File: config.mk
export PLATFORM = sky130hd
export DESIGN_NAME = dmem_arbiter
export DESIGN_NICKNAME = d
export VERILOG_FILES = /design/src/rtl/dmem_arbiter.sv
export SDC_FILE = /design/constraint.sdc
export NUM_CORES = 1
export LEC_CHECK = 0
export ABC_AREA = 1
export BUFFER_PORTS_ARGS = -buffer_cell sky130_fd_sc_hd__buf_2
export CAP_MARGIN = 20
export CORE_AREA = 2 2 121 123
export CTS_BUF_LIST = sky130_fd_sc_hd__clkbuf_8
export DETAILED_ROUTE_END_ITERATION = 7
export DIE_AREA = 0 0 123 125
export SLEW_MARGIN = 40
export SYNTH_ARGS = -nofsm -noshare
export SYNTH_HDL_FRONTEND = slang
export SYNTH_SLANG_ARGS = --single-unit
File: constraint.sdc
create_clock -name CLK -period 4.62 [get_ports CLK]
set_input_delay 0.462 -clock CLK [delete_from_list [all_inputs] [get_ports CLK]]
set_output_delay 0.462 -clock CLK [all_outputs]
set_load 0.05 [all_outputs]
File: src/rtl/dmem_arbiter.sv
// Two-port round-robin arbiter and access sequencer for a word-indexed synchronous data memory.
// Sub-word stores become read-modify-write; addresses beyond the memory depth complete with an error.
//   state     | meaning
//   IDLE      | arbitrate, grant, issue the first memory cycle
//   RD_RESP   | return load data registered by the memory
//   RMW_MERGE | write back the merged word of a partial store
//   WR_RESP   | acknowledge store, empty store or range error
module dmem_arbiter #(
  parameter int ADDR_BITS = 6
) (
  input  logic        CLK,
  input  logic        RESET,
  input  logic        REQ0,
  input  logic        WE0,
  input  logic [31:0] ADDR0,
  input  logic [31:0] WDATA0,
  input  logic [3:0]  BE0,
  output logic        GNT0,
  output logic        ACK0,
  output logic [31:0] RDATA0,
  output logic        ERR0,
  input  logic        REQ1,
  input  logic        WE1,
  input  logic [31:0] ADDR1,
  input  logic [31:0] WDATA1,
  input  logic [3:0]  BE1,
  output logic        GNT1,
  output logic        ACK1,
  output logic [31:0] RDATA1,
  output logic        ERR1,
  output logic        MEM_WE,
  output logic [31:0] MEM_ADDR,
  output logic [31:0] MEM_WDATA,
  input  logic [31:0] MEM_RDATA
);

  typedef enum logic [1:0] {IDLE, RD_RESP, RMW_MERGE, WR_RESP} state_t;

  state_t               state_q, state_d;
  logic                 last_q, last_d;
  logic                 port_q, port_d;
  logic                 err_q, err_d;
  logic [ADDR_BITS-1:0] widx_q, widx_d;
  logic [31:0]          wdata_q, wdata_d;
  logic [3:0]           be_q, be_d;

  logic                 any_req, win, req_we, req_oor;
  logic [31:0]          req_addr, req_wdata, merged;
  logic [3:0]           req_be;
  logic [ADDR_BITS-1:0] req_widx;
  logic                 gnt, ack, err;
  logic [31:0]          rdata;
  logic                 unused_addr_lsbs;

  always_comb begin
    any_req   = REQ0 | REQ1;
    // On conflict the port that did not win last time goes; otherwise the lone requester.
    win       = (REQ0 & REQ1) ? ~last_q : REQ1;
    req_we    = win ? WE1 : WE0;
    req_addr  = win ? ADDR1 : ADDR0;
    req_wdata = win ? WDATA1 : WDATA0;
    req_be    = win ? BE1 : BE0;
    req_oor   = |req_addr[31:ADDR_BITS+2];
    req_widx  = req_addr[ADDR_BITS+1:2];
  end

  assign unused_addr_lsbs = ^req_addr[1:0];

  always_comb begin
    merged = '0;
    for (int k = 0; k < 4; k++)
      merged[8*k +: 8] = be_q[k] ? wdata_q[8*k +: 8] : MEM_RDATA[8*k +: 8];
  end

  always_comb begin
    state_d   = state_q;
    last_d    = last_q;
    port_d    = port_q;
    err_d     = err_q;
    widx_d    = widx_q;
    wdata_d   = wdata_q;
    be_d      = be_q;
    gnt       = 1'b0;
    ack       = 1'b0;
    err       = 1'b0;
    rdata     = '0;
    MEM_WE    = 1'b0;
    MEM_ADDR  = '0;
    MEM_WDATA = '0;
    case (state_q)
      IDLE: begin
        if (any_req) begin
          gnt     = 1'b1;
          last_d  = win;
          port_d  = win;
          widx_d  = req_widx;
          wdata_d = req_wdata;
          be_d    = req_be;
          err_d   = req_oor;
          if (req_oor) begin
            state_d = WR_RESP;
          end else if (!req_we) begin
            MEM_ADDR = 32'(req_widx);
            state_d  = RD_RESP;
          end else if (req_be == 4'hF) begin
            MEM_WE    = 1'b1;
            MEM_ADDR  = 32'(req_widx);
            MEM_WDATA = req_wdata;
            state_d   = WR_RESP;
          end else if (req_be == 4'h0) begin
            state_d = WR_RESP;
          end else begin
            MEM_ADDR = 32'(req_widx);
            state_d  = RMW_MERGE;
          end
        end
      end
      RD_RESP: begin
        ack     = 1'b1;
        rdata   = MEM_RDATA;
        state_d = IDLE;
      end
      RMW_MERGE: begin
        MEM_WE    = 1'b1;
        MEM_ADDR  = 32'(widx_q);
        MEM_WDATA = merged;
        state_d   = WR_RESP;
      end
      WR_RESP: begin
        ack     = 1'b1;
        err     = err_q;
        state_d = IDLE;
      end
      default: state_d = IDLE;
    endcase
    GNT0   = gnt & ~win;
    GNT1   = gnt & win;
    ACK0   = ack & ~port_q;
    ACK1   = ack & port_q;
    ERR0   = err & ~port_q;
    ERR1   = err & port_q;
    RDATA0 = port_q ? '0 : rdata;
    RDATA1 = port_q ? rdata : '0;
  end

  always_ff @(posedge CLK or posedge RESET) begin
    if (RESET) begin
      state_q <= IDLE;
      last_q  <= 1'b1;
      port_q  <= 1'b0;
      err_q   <= 1'b0;
      widx_q  <= '0;
      wdata_q <= '0;
      be_q    <= '0;
    end else begin
      state_q <= state_d;
      last_q  <= last_d;
      port_q  <= port_d;
      err_q   <= err_d;
      widx_q  <= widx_d;
      wdata_q <= wdata_d;
      be_q    <= be_d;
    end
  end

endmodule

==> results of run 1 <==
-- cells in the mapped netlist --
| cell type | count | area share [%] |
|---|---|---|
| nand3b_1 | 4 | 0.71 |
| o211ai_1 | 15 | 2.7 |
| nor2_8 | 1 | 0.47 |
| a21oi_1 | 35 | 4.1 |
| o21ai_1 | 4 | 0.47 |
| nor2_4 | 1 | 0.27 |
| and2_0 | 1 | 0.15 |
| dfrtp_1 | 46 | 27 |
| nand3_1 | 31 | 3.7 |
| nor3_4 | 1 | 0.38 |
| nand2_1 | 212 | 19 |
| buf_4 | 27 | 4.8 |
| nor3_1 | 66 | 7.8 |
| dfstp_2 | 1 | 0.62 |
| nor4_1 | 1 | 0.15 |
| buf_6 | 5 | 1.3 |
| buf_1 | 2 | 0.18 |
| clkbuf_1 | 21 | 1.9 |
| conb_1 | 1 | 0.089 |
| o21ai_0 | 45 | 5.3 |
| inv_2 | 1 | 0.089 |
| nand2_2 | 3 | 0.44 |
| nor2_1 | 35 | 3.1 |
| nand4_1 | 36 | 5.3 |
| and2_1 | 1 | 0.15 |
| buf_2 | 18 | 2.1 |
| o21bai_1 | 1 | 0.18 |
| clkinv_1 | 1 | 0.089 |
| inv_1 | 83 | 7.4 |
-- critical path, delay by kind of cell (launching register included) --
family        cells  cell delay, ns
simple gates      7            1.07
flops             1            0.38
buf+inv           3            1.16
-- cells in the final DEF (no fill, tap or decap), drive strengths merged, types with 2 or more instances in the layout --
cell	instances
nor3	67
o211ai	15
clkinv	3
and2	2
nand3	31
nand2	215
buf	287
nand3b	4
inv	84
o21ai	49
nand4	36
clkbuf	5
conb	26
dfrtp	46
a21oi	35
nor2	37
-- worst paths after layout --
path | end | startpoint | slack, ns
max in group asynchronous | wdata_q[26] | RESET | 3.94
worst max register to register | wdata_q[16] | last_q | 2.18
worst max-delay path | MEM_WDATA[16] | last_q | 1.20
worst min-delay path | widx_q[2] | RESET | 0.24
worst min register to register | wdata_q[11] | wdata_q[11] | 0.49
min in group CLK | wdata_q[14] | WDATA1[14] | 0.38
-- power groups by stage --
stage	clock network [W]	logic (W)	registers [W]
after floorplan	0	0.00199	0.000690
after global routing	0.000344	0.00279	0.000754
after CTS	0.000331	0.00260	0.000725
after detailed placement	0	0.00259	0.000732
after global placement	0	0.00257	0.000727
final	0.000316	0.00258	0.000726
-- layer usage --
metal | GRT usage (%) | part of all wire, % | up-vias | wire (um)
met1 | 25.3 | 43 | 2404 | 7030
met5 | 0 | 0 | - | 0
li1 | - | - | 2711 | -
met2 | 36.9 | 49 | 221 | 8020
met4 | 4.95 | 1.2 | 0 | 198
met3 | 4.01 | 7.3 | 16 | 1190
-- metrics by stage --
stage / power, W / util [%] / instance area [um2] / hold WS (ns)
floorplan: 0.00268 / - / 4320 / 0.448
global placement: 0.00330 / 39.4 / 5600 / 0.465
detailed placement: 0.00332 / 39.6 / 5630 / 0.471
CTS: 0.00365 / 40.4 / 5740 / 0.253
global route: 0.00389 / 40.5 / 5750 / 0.291
finish: 0.00363 / 40.5 / 5750 / 0.243
-- state kept, by name, indices dropped and copies added, names as in the netlist --
signal and count:
be_q 4, err_q 1, last_q 1, port_q 1, state_q 2, wdata_q 32, widx_q 6
-- cell type report --
type / instances / area, um2
clock inverters: 3 / 43.8
fillers: 1597 / 8450
multi-input cells: 519 / 2400
clock buffers: 5 / 68.8
well taps: 184 / 230
inverters: 85 / 322
flip-flops and latches: 47 / 1180
repair buffers: 287 / 1510
-- logic make-up after synthesis --
kind of cell    Yosys count  share of synthesized area (%)
flops                    47                           27.8
buf+inv                 158                           17.8
simple gates            393                           41.5
other cells               1                         0.0887
compound gates          100                           12.8
==> metrics.md, run 1 <==
| Metric | Value |
|---|---|
| Most used cell, CP | `nand2_1` |
| Post-CTS Setup Bufs | `0` |
| Rows | `44` |
| CTS Buf Count | `5` |
| Final hold violation count | `0` |
| Synthesis Warnings | `0` |
| Crit path arrival time | `2.95 ns` |
| Pre-CTS WS | `1.33 ns` |
| All-Layer GR Usage | `20.7%` |
| Comb pwr share | `71.3%` |
| DRT iter0 DRCs | `277` |
| RSZ-0062 raised after global routing | `no` |
| Slowest CP cell | `clkinv_1` |
| Crit path capture type | `output port` |
| Clock power share | `8.7%` |
| Largest net degree at the start of global routing | `48` |
| Outcome | `finished clean` |
| Synth Cell Area | `4230 um2` |
| Final WL | `16400 um` |
| Sw frac | `62.0%` |
| Sequential group share of total power | `20.0%` |
| First-pass GRT wire length | `25100 um` |
| Initial antenna violation count | `0` |
| Worst skew pair latency | `0.31 ns` |
| Slew Limit Fails | `0` |
| CP max FO | `22` |
| Seq cells post-synth | `47` |
| Die width | `123 um` |
| Internal power | `0.00138 W` |
| Setup Skew | `0.0149 ns` |
| Layout cell share with drive strength beyond 1 | `32.3%` |
| CTS Root Buffer Type | `clkbuf_8` |
| Period utilization | `74.0%` |
| Crit path time final | `3.42 ns` |
| Post_cts resized | `0` |
| Worst vdd ir | `247 uV` |
| ANT cells | `0` |
| Setup-failing EPs final | `0` |
| Fmax | `293 MHz` |
| Worst EP required | `4.16 ns` |
| CP Cell Sequence | `nand2_1 -> nand2_2 -> nand2_1 -> clkinv_1 -> buf_12 -> nand2_1 -> nand2_1 -> nand4_1 -> nand2_1 -> buf_2` |
| Post-DP HPWL | `12100 um` |
| Leakage | `3.55 nW` |
| Core area | `14200 um2` |
| Seq/Total Area, Yosys | `27.8%` |
| Number of remaining DRC errors | `0` |
| Final layout net count | `1119` |
| Fin worst setup slack | `1.20 ns` |
| Path depth of the worst reg2reg path | `7` |
| Max-cap viol count | `0` |
| Placed insts | `1122` |
| I/O Pins | `309` |
| Avg WL per Cell | `14.5 um` |
| Initial Utilization | `29.8%` |
| Worst-margin pin slew | `0.736 ns` |
| CP startpoint kind | `flip-flop` |
| Drt pass-1 iters | `4` |
| Switching pwr | `0.00225 W` |
| Critical path type | `flip-flop to output port` |
| PwrDens | `631 nW/um2` |
| Clk slew on worst S/H paths | `0.10 ns` |
| Hold Path Class | `input pin to asynchronous set/reset pin` |
| Longest Clk Path Bufs | `2` |
| Synth-to-Final Area Change | `35.9%` |
| Highest cell delay on the worst timing path | `0.55 ns` |
| Post-CTS Hold Buffers | `0` |
| Fin Setup TNS | `0 ns` |
| Die footprint | `15400 um2` |
| CTS tree | `yes` |
| Vias in the first global route | `4974` |
| Port buffer count | `278` |
| Via density | `4.74` |
| Post-Syn Instances | `699` |
| H-tree depth | `2` |
| Remaining Overflow, GRT | `0` |
| Clk sinks | `47` |
| Max-slew headroom | `50.7%` |
| Avg Cell Area, Syn | `6.05 um2` |
| Die height | `125 um` |
| Routability cong. | `0.812` |
| Via count | `5352` |
| Antenna Nets Post-Route | `0` |
| Unique cell type count in the Yosys netlist | `29` |
| Non-filler cells, final | `1130` |
No activity file was read; power rests on OpenSTA's default activity.
==> run 2, diff against run 1 <==
CORE_AREA = 2 2 118 120   (was 2 2 121 123)
DIE_AREA = 0 0 120 122   (was 0 0 123 125)
PLACE_DENSITY = 0.65   (was not set)
clock period = 3.6 ns   (was 4.62 ns; I/O delays follow)
==> run 2 against run 1 <==
Effect of this change: clock power increased by 16%; clock skew decreased by 0.0071 ns; global-route usage increased by 0.64 points; first-iteration DRC count decreased by 4.0%; total power increased by 26%; sequential share of layout area increased by 0.15 points; register-to-register slack got worse by 0.98 ns; die area decreased by 4.8%; design area decreased by 0.72%; clock-buffer cell count increased by 2; critical endpoint is now MEM_WDATA[24].
==> metrics.md, run 2 (synthesis gave the netlist of run 1 again) <==
| Metric | Value |
|---|---|
| Outcome | `finished clean` |
| Worst vdd ir | `367 uV` |
| Worst skew pair latency | `0.30 ns` |
| Reg-to-reg setup timing slack | `1.20 ns` |
| CTS tree | `yes` |
| ANT cells | `0` |
| Die height | `122 um` |
| Multi-input gate area | `2400 um2` |
| First-pass GRT wire length | `25100 um` |
| Most common cell after layout, fill and taps aside | `buf_2` |
| RSZ-0062 raised after global routing | `no` |
| Post-CTS Hold Buffers | `0` |
| Number of remaining DRC errors | `0` |
| Rows | `43` |
| Vias in the first global route | `4989` |
| CP startpoint kind | `flip-flop` |
| Critical Path End | `MEM_WDATA[24]` |
| Final hold violation count | `0` |
| Max-slew headroom | `53.3%` |
| Post-CTS Setup Bufs | `0` |
| All-Layer GR Usage | `21.3%` |
| Max-cap viol count | `0` |
| CP max FO | `34` |
| Final layout net count | `1120` |
| Crit path arrival time | `2.85 ns` |
| Remaining Overflow, GRT | `0` |
| Slew Limit Fails | `0` |
| Initial antenna violation count | `0` |
| Period utilization | `89.1%` |
| Worst-margin pin slew | `0.700 ns` |
| Filler cells | `1509` |
| R2r endpoint | `state_q[0]` |
| Fmax | `312 MHz` |
| Core area | `13500 um2` |
| Layout cell share with drive strength beyond 1 | `32.5%` |
| Port buffer count | `278` |
| Clk sinks | `47` |
| Worst EP required | `3.24 ns` |
| CTS Root Buffer Type | `clkbuf_8` |
| Clk slew on worst S/H paths | `0.09 ns` |
| Final WL | `16100 um` |
| Drt pass-1 iters | `5` |
| Antenna Nets Post-Route | `0` |
| Post_cts resized | `0` |
| Finished Core Util | `42.3%` |
| Max FFs per register | `32` |
| Largest net degree at the start of global routing | `65` |
| Setup-failing EPs final | `0` |
| Post-DP HPWL | `12000 um` |
| Avg WL per Cell | `14.3 um` |
| Via density | `4.78` |
| I/O Pins | `309` |
| CTS Buf Count | `5` |
| CP startpoint | `last_q` |
| Routability cong. | `0.820` |
| Die width | `120 um` |
| Leading cell types in the layout, fill and taps excluded | `buf_2 (278), nand2_1 (210), inv_1 (81)` |
| Setup Skew | `0.00773 ns` |
| Crit path capture type | `output port` |
| Die footprint | `14600 um2` |
| DRT iter0 DRCs | `266` |
| Synth-to-Final Area Change | `35.0%` |
| Hold Path Class | `input pin to asynchronous set/reset pin` |
| Storage element area | `1180 um2` |
| Fin Setup TNS | `0 ns` |
| Most flop-heavy register | `wdata_q` |
| PwrDens | `800 nW/um2` |
| Critical path type | `flip-flop to output port` |
| Path depth of the worst reg2reg path | `10` |
| H-tree depth | `2` |
| Longest Clk Path Bufs | `2` |
| Leakage | `3.54 nW` |
| Crit path time final | `3.21 ns` |
| Regs by FF count | `wdata_q (32), widx_q (6), be_q (4)` |
| Initial Utilization | `31.3%` |
| Via count | `5386` |
| FF-to-FF Start | `last_q` |
==> run 2: cell types whose count changed in the layout (fill, tap and decap cells not counted), sizes merged <==
cell      delta
clkbuf       +2
clkinvlp     +1
bufinv       -1
buf          +1
clkinv       -2
==> run 2: report_power, final <==
part / internal (W) / switching [W] / leakage, nW
clock network: 0.000175 / 0.000190 / 0.0505
logic: 0.000739 / 0.00253 / 2.91
registers: 0.000789 / 0.000144 / 0.576
==> run 2: layout make-up <==
class | instances | share of cell area, %
clock buffers | 7 | 1.69
clock inverters | 1 | 0.132
well taps | 180 | 3.95
repair buffers | 288 | 25.9
flip-flops and latches | 47 | 20.6
multi-input cells | 519 | 42.1
inverters | 85 | 5.63
==> run 2: critical path, cell delays in order (launching register included) <==
cell	delay (ns)
dfstp_2	0.54
nand2_1	0.22
nand2_2	0.42
nand2_1	0.10
nand2_1	0.12
nand2_1	0.13
nor2_8	0.45
nand4_1	0.15
nand2_1	0.10
buf_2	0.26
==> run 2: layer usage <==
metal	routed length [um]	track usage (%)	up-vias
met5	0	0	-
met4	176	3.60	0
met3	1060	2.86	13
met2	7790	39.0	231
met1	7040	27.1	2422
li1	-	-	2720
==> run 2: how the worst min path moves through the flow <==
stage / from / end / slack (ns) / cells past startpoint
after floorplan: wdata_q[11] / wdata_q[11] / 0.45 / 2
after global placement: wdata_q[20] / wdata_q[20] / 0.46 / 2
after detailed placement: wdata_q[17] / wdata_q[17] / 0.48 / 2
after CTS: RESET / wdata_q[1] / 0.15 / 2
after global routing: RESET / wdata_q[1] / 0.18 / 2
final: RESET / wdata_q[1] / 0.14 / 2
==> run 2: through the flow <==
step / hold slack [ns] / setup slack [ns] / power, W / std cells / area (um2)
finish: 0.136 / 0.391 / 0.00457 / 1127 / 5710
global route: 0.176 / 0.0987 / 0.00490 / 1127 / 5710
CTS: 0.155 / 0.347 / 0.00460 / 1127 / 5710
detailed placement: 0.476 / 0.694 / 0.00422 / 1119 / 5600
global placement: 0.465 / 0.704 / 0.00419 / 1119 / 5600
floorplan: 0.448 / 1.17 / 0.00344 / 724 / 4320
==> run 3, diff against run 2 <==
CORE_AREA = 5 5 118 120   (was 2 2 118 120)
DIE_AREA = 0 0 123 125   (was 0 0 120 122)
PLACE_DENSITY = 0.68   (was 0.65)
==> run 3 against run 2 <==
Effect of this change: clock-buffer cell count shrank 1; combinational power is essentially flat; sequential power barely moved; utilization up 2.2 points; fmax down 2.5%; clock power rose by 13%; flip-flop and latch count unchanged; first-iteration DRC count up 13%; critical path type unchanged; critical endpoint is now MEM_WDATA[1]; largest cell class unchanged.
==> metrics.md, run 3 (synthesis gave the netlist of run 1 again) <==
| Metric | Value |
|---|---|
| Regs by FF count | `wdata_q (32), widx_q (6), be_q (4)` |
| Post-CTS Hold Buffers | `0` |
| Final layout net count | `1121` |
| PwrDens | `811 nW/um2` |
| Worst vdd ir | `284 uV` |
| Synth-to-Final Area Change | `35.2%` |
| Longest Clk Path Bufs | `2` |
| Die footprint | `15400 um2` |
| Outcome | `finished clean` |
| CP startpoint kind | `flip-flop` |
| Vias in the first global route | `5076` |
| Crit path capture type | `output port` |
| Initial Utilization | `32.8%` |
| Fin Setup TNS | `0 ns` |
| Clk sinks | `47` |
| Max-cap viol count | `0` |
| Overall power | `0.00464 W` |
| Fmax | `304 MHz` |
| Die width | `123 um` |
| Post-DP HPWL | `13000 um` |
| CTS tree | `yes` |
| Routability cong. | `0.851` |
| Max FFs per register | `32` |
| Core area | `12900 um2` |
| Post-CTS Setup Bufs | `0` |
| Drt pass-1 iters | `5` |
| Via count | `5399` |
| Leading cell types in the layout, fill and taps excluded | `buf_2 (278), nand2_1 (210), inv_1 (82)` |
| Die height | `125 um` |
| CTS Buf Count | `5` |
| Hold WS | `0.141 ns` |
| Remaining Overflow, GRT | `0` |
| CP max FO | `22` |
| CTS Root Buffer Type | `clkbuf_8` |
| Avg WL per Cell | `15.3 um` |
| Worst-margin pin slew | `0.638 ns` |
| Max-slew headroom | `57.4%` |
| Port buffer count | `278` |
| Post_cts resized | `0` |
| ANT cells | `0` |
| Period utilization | `91.5%` |
| Setup-failing EPs final | `0` |
| H-tree depth | `2` |
| First-pass GRT wire length | `25800 um` |
| Leakage | `3.55 nW` |
| Critical path type | `flip-flop to output port` |
| All-Layer GR Usage | `20.9%` |
| Crit path arrival time | `2.93 ns` |
| Setup Skew | `0.00777 ns` |
| Largest net degree at the start of global routing | `48` |
| DRT iter0 DRCs | `300` |
| Antenna Nets Post-Route | `0` |
| Layout cell share with drive strength beyond 1 | `32.5%` |
| Rows | `42` |
| Worst skew pair latency | `0.30 ns` |
| Clk slew on worst S/H paths | `0.10 ns` |
| Initial antenna violation count | `0` |
| Crit path time final | `3.29 ns` |
| Via density | `4.80` |
| Final hold violation count | `0` |
| Most common cell after layout, fill and taps aside | `buf_2` |
| Slew Limit Fails | `0` |
| I/O Pins | `309` |
| Worst EP required | `3.24 ns` |
| Most flop-heavy register | `wdata_q` |
| Hold Path Class | `input pin to asynchronous set/reset pin` |
| RSZ-0062 raised after global routing | `no` |
| Final WL | `17100 um` |
| Number of remaining DRC errors | `0` |
| Filler cells | `1440` |
[run 3: cell count changes in the layout (fill, tap and decap cells not counted)]
cell,before,now
buf_4,9,10
bufinv_16,0,1
clkbuf_8,7,6
clkinv_2,0,1
clkinvlp_4,1,0
inv_1,81,82
inv_2,2,1
nand2_2,4,5
nand2_4,1,0
[run 3: metal layers]
layer / GRT usage (%) / wire [um] / part of all wire, % / up-vias
li1: - / - / - / 2715
met1: 26.7 / 7250 / 42 / 2422
met2: 36.7 / 8290 / 48 / 238
met3: 2.89 / 1290 / 7.5 / 24
met4: 5.67 / 327 / 1.9 / 0
met5: 0 / 0 / 0 / -
[run 3: final timing paths]
kind,from,end,slack [ns],depth (start not counted)
setup / recovery,last_q,MEM_WDATA[1],0.31,10
setup reg to reg,last_q,state_q[0],1.24,10
hold / removal,RESET,widx_q[2],0.14,2
hold reg to reg,wdata_q[11],wdata_q[11],0.49,2
max in group asynchronous,RESET,wdata_q[11],3.05,2
min in group CLK,WDATA1[21],wdata_q[21],0.28,3
[run 3: layout make-up]
cell class              count  area (um2)  area share [%]
multi-input cells         519        2400            41.9
well taps                 176         220            3.85
repair buffers            289        1490            26.0
clock buffers               6        82.6            1.44
clock inverters             2        35.0           0.613
flip-flops and latches     47        1180            20.6
inverters                  85         322            5.62
[run 3: through the flow]
step | cell area (um2) | utilization [%] | instances | worst slack, ns
global placement | 5600 | 43.5 | 1116 | 0.669
detailed placement | 5600 | 43.5 | 1116 | 0.641
CTS | 5720 | 44.4 | 1124 | 0.296
finish | 5720 | 44.4 | 1124 | 0.307
floorplan | 4320 | - | 724 | 1.17
global route | 5720 | 44.4 | 1124 | 0.0861
[run 3: worst max-delay path, cell delays in order (launching register included)]
cell and delay (ns):
dfstp_2 0.54, nand2_1 0.22, nand2_2 0.40, nand3_1 0.12, nor2_1 0.12, nand2_1 0.09
nand2_2 0.40, buf_4 0.28, nand4_1 0.09, nand2_1 0.09, buf_2 0.26
[run 3: where the power goes]
group | internal [W] | switching (W) | total [W]
logic | 0.000748 | 0.00254 | 0.00329
registers | 0.000789 | 0.000144 | 0.000934
clock network | 0.000225 | 0.000189 | 0.000414
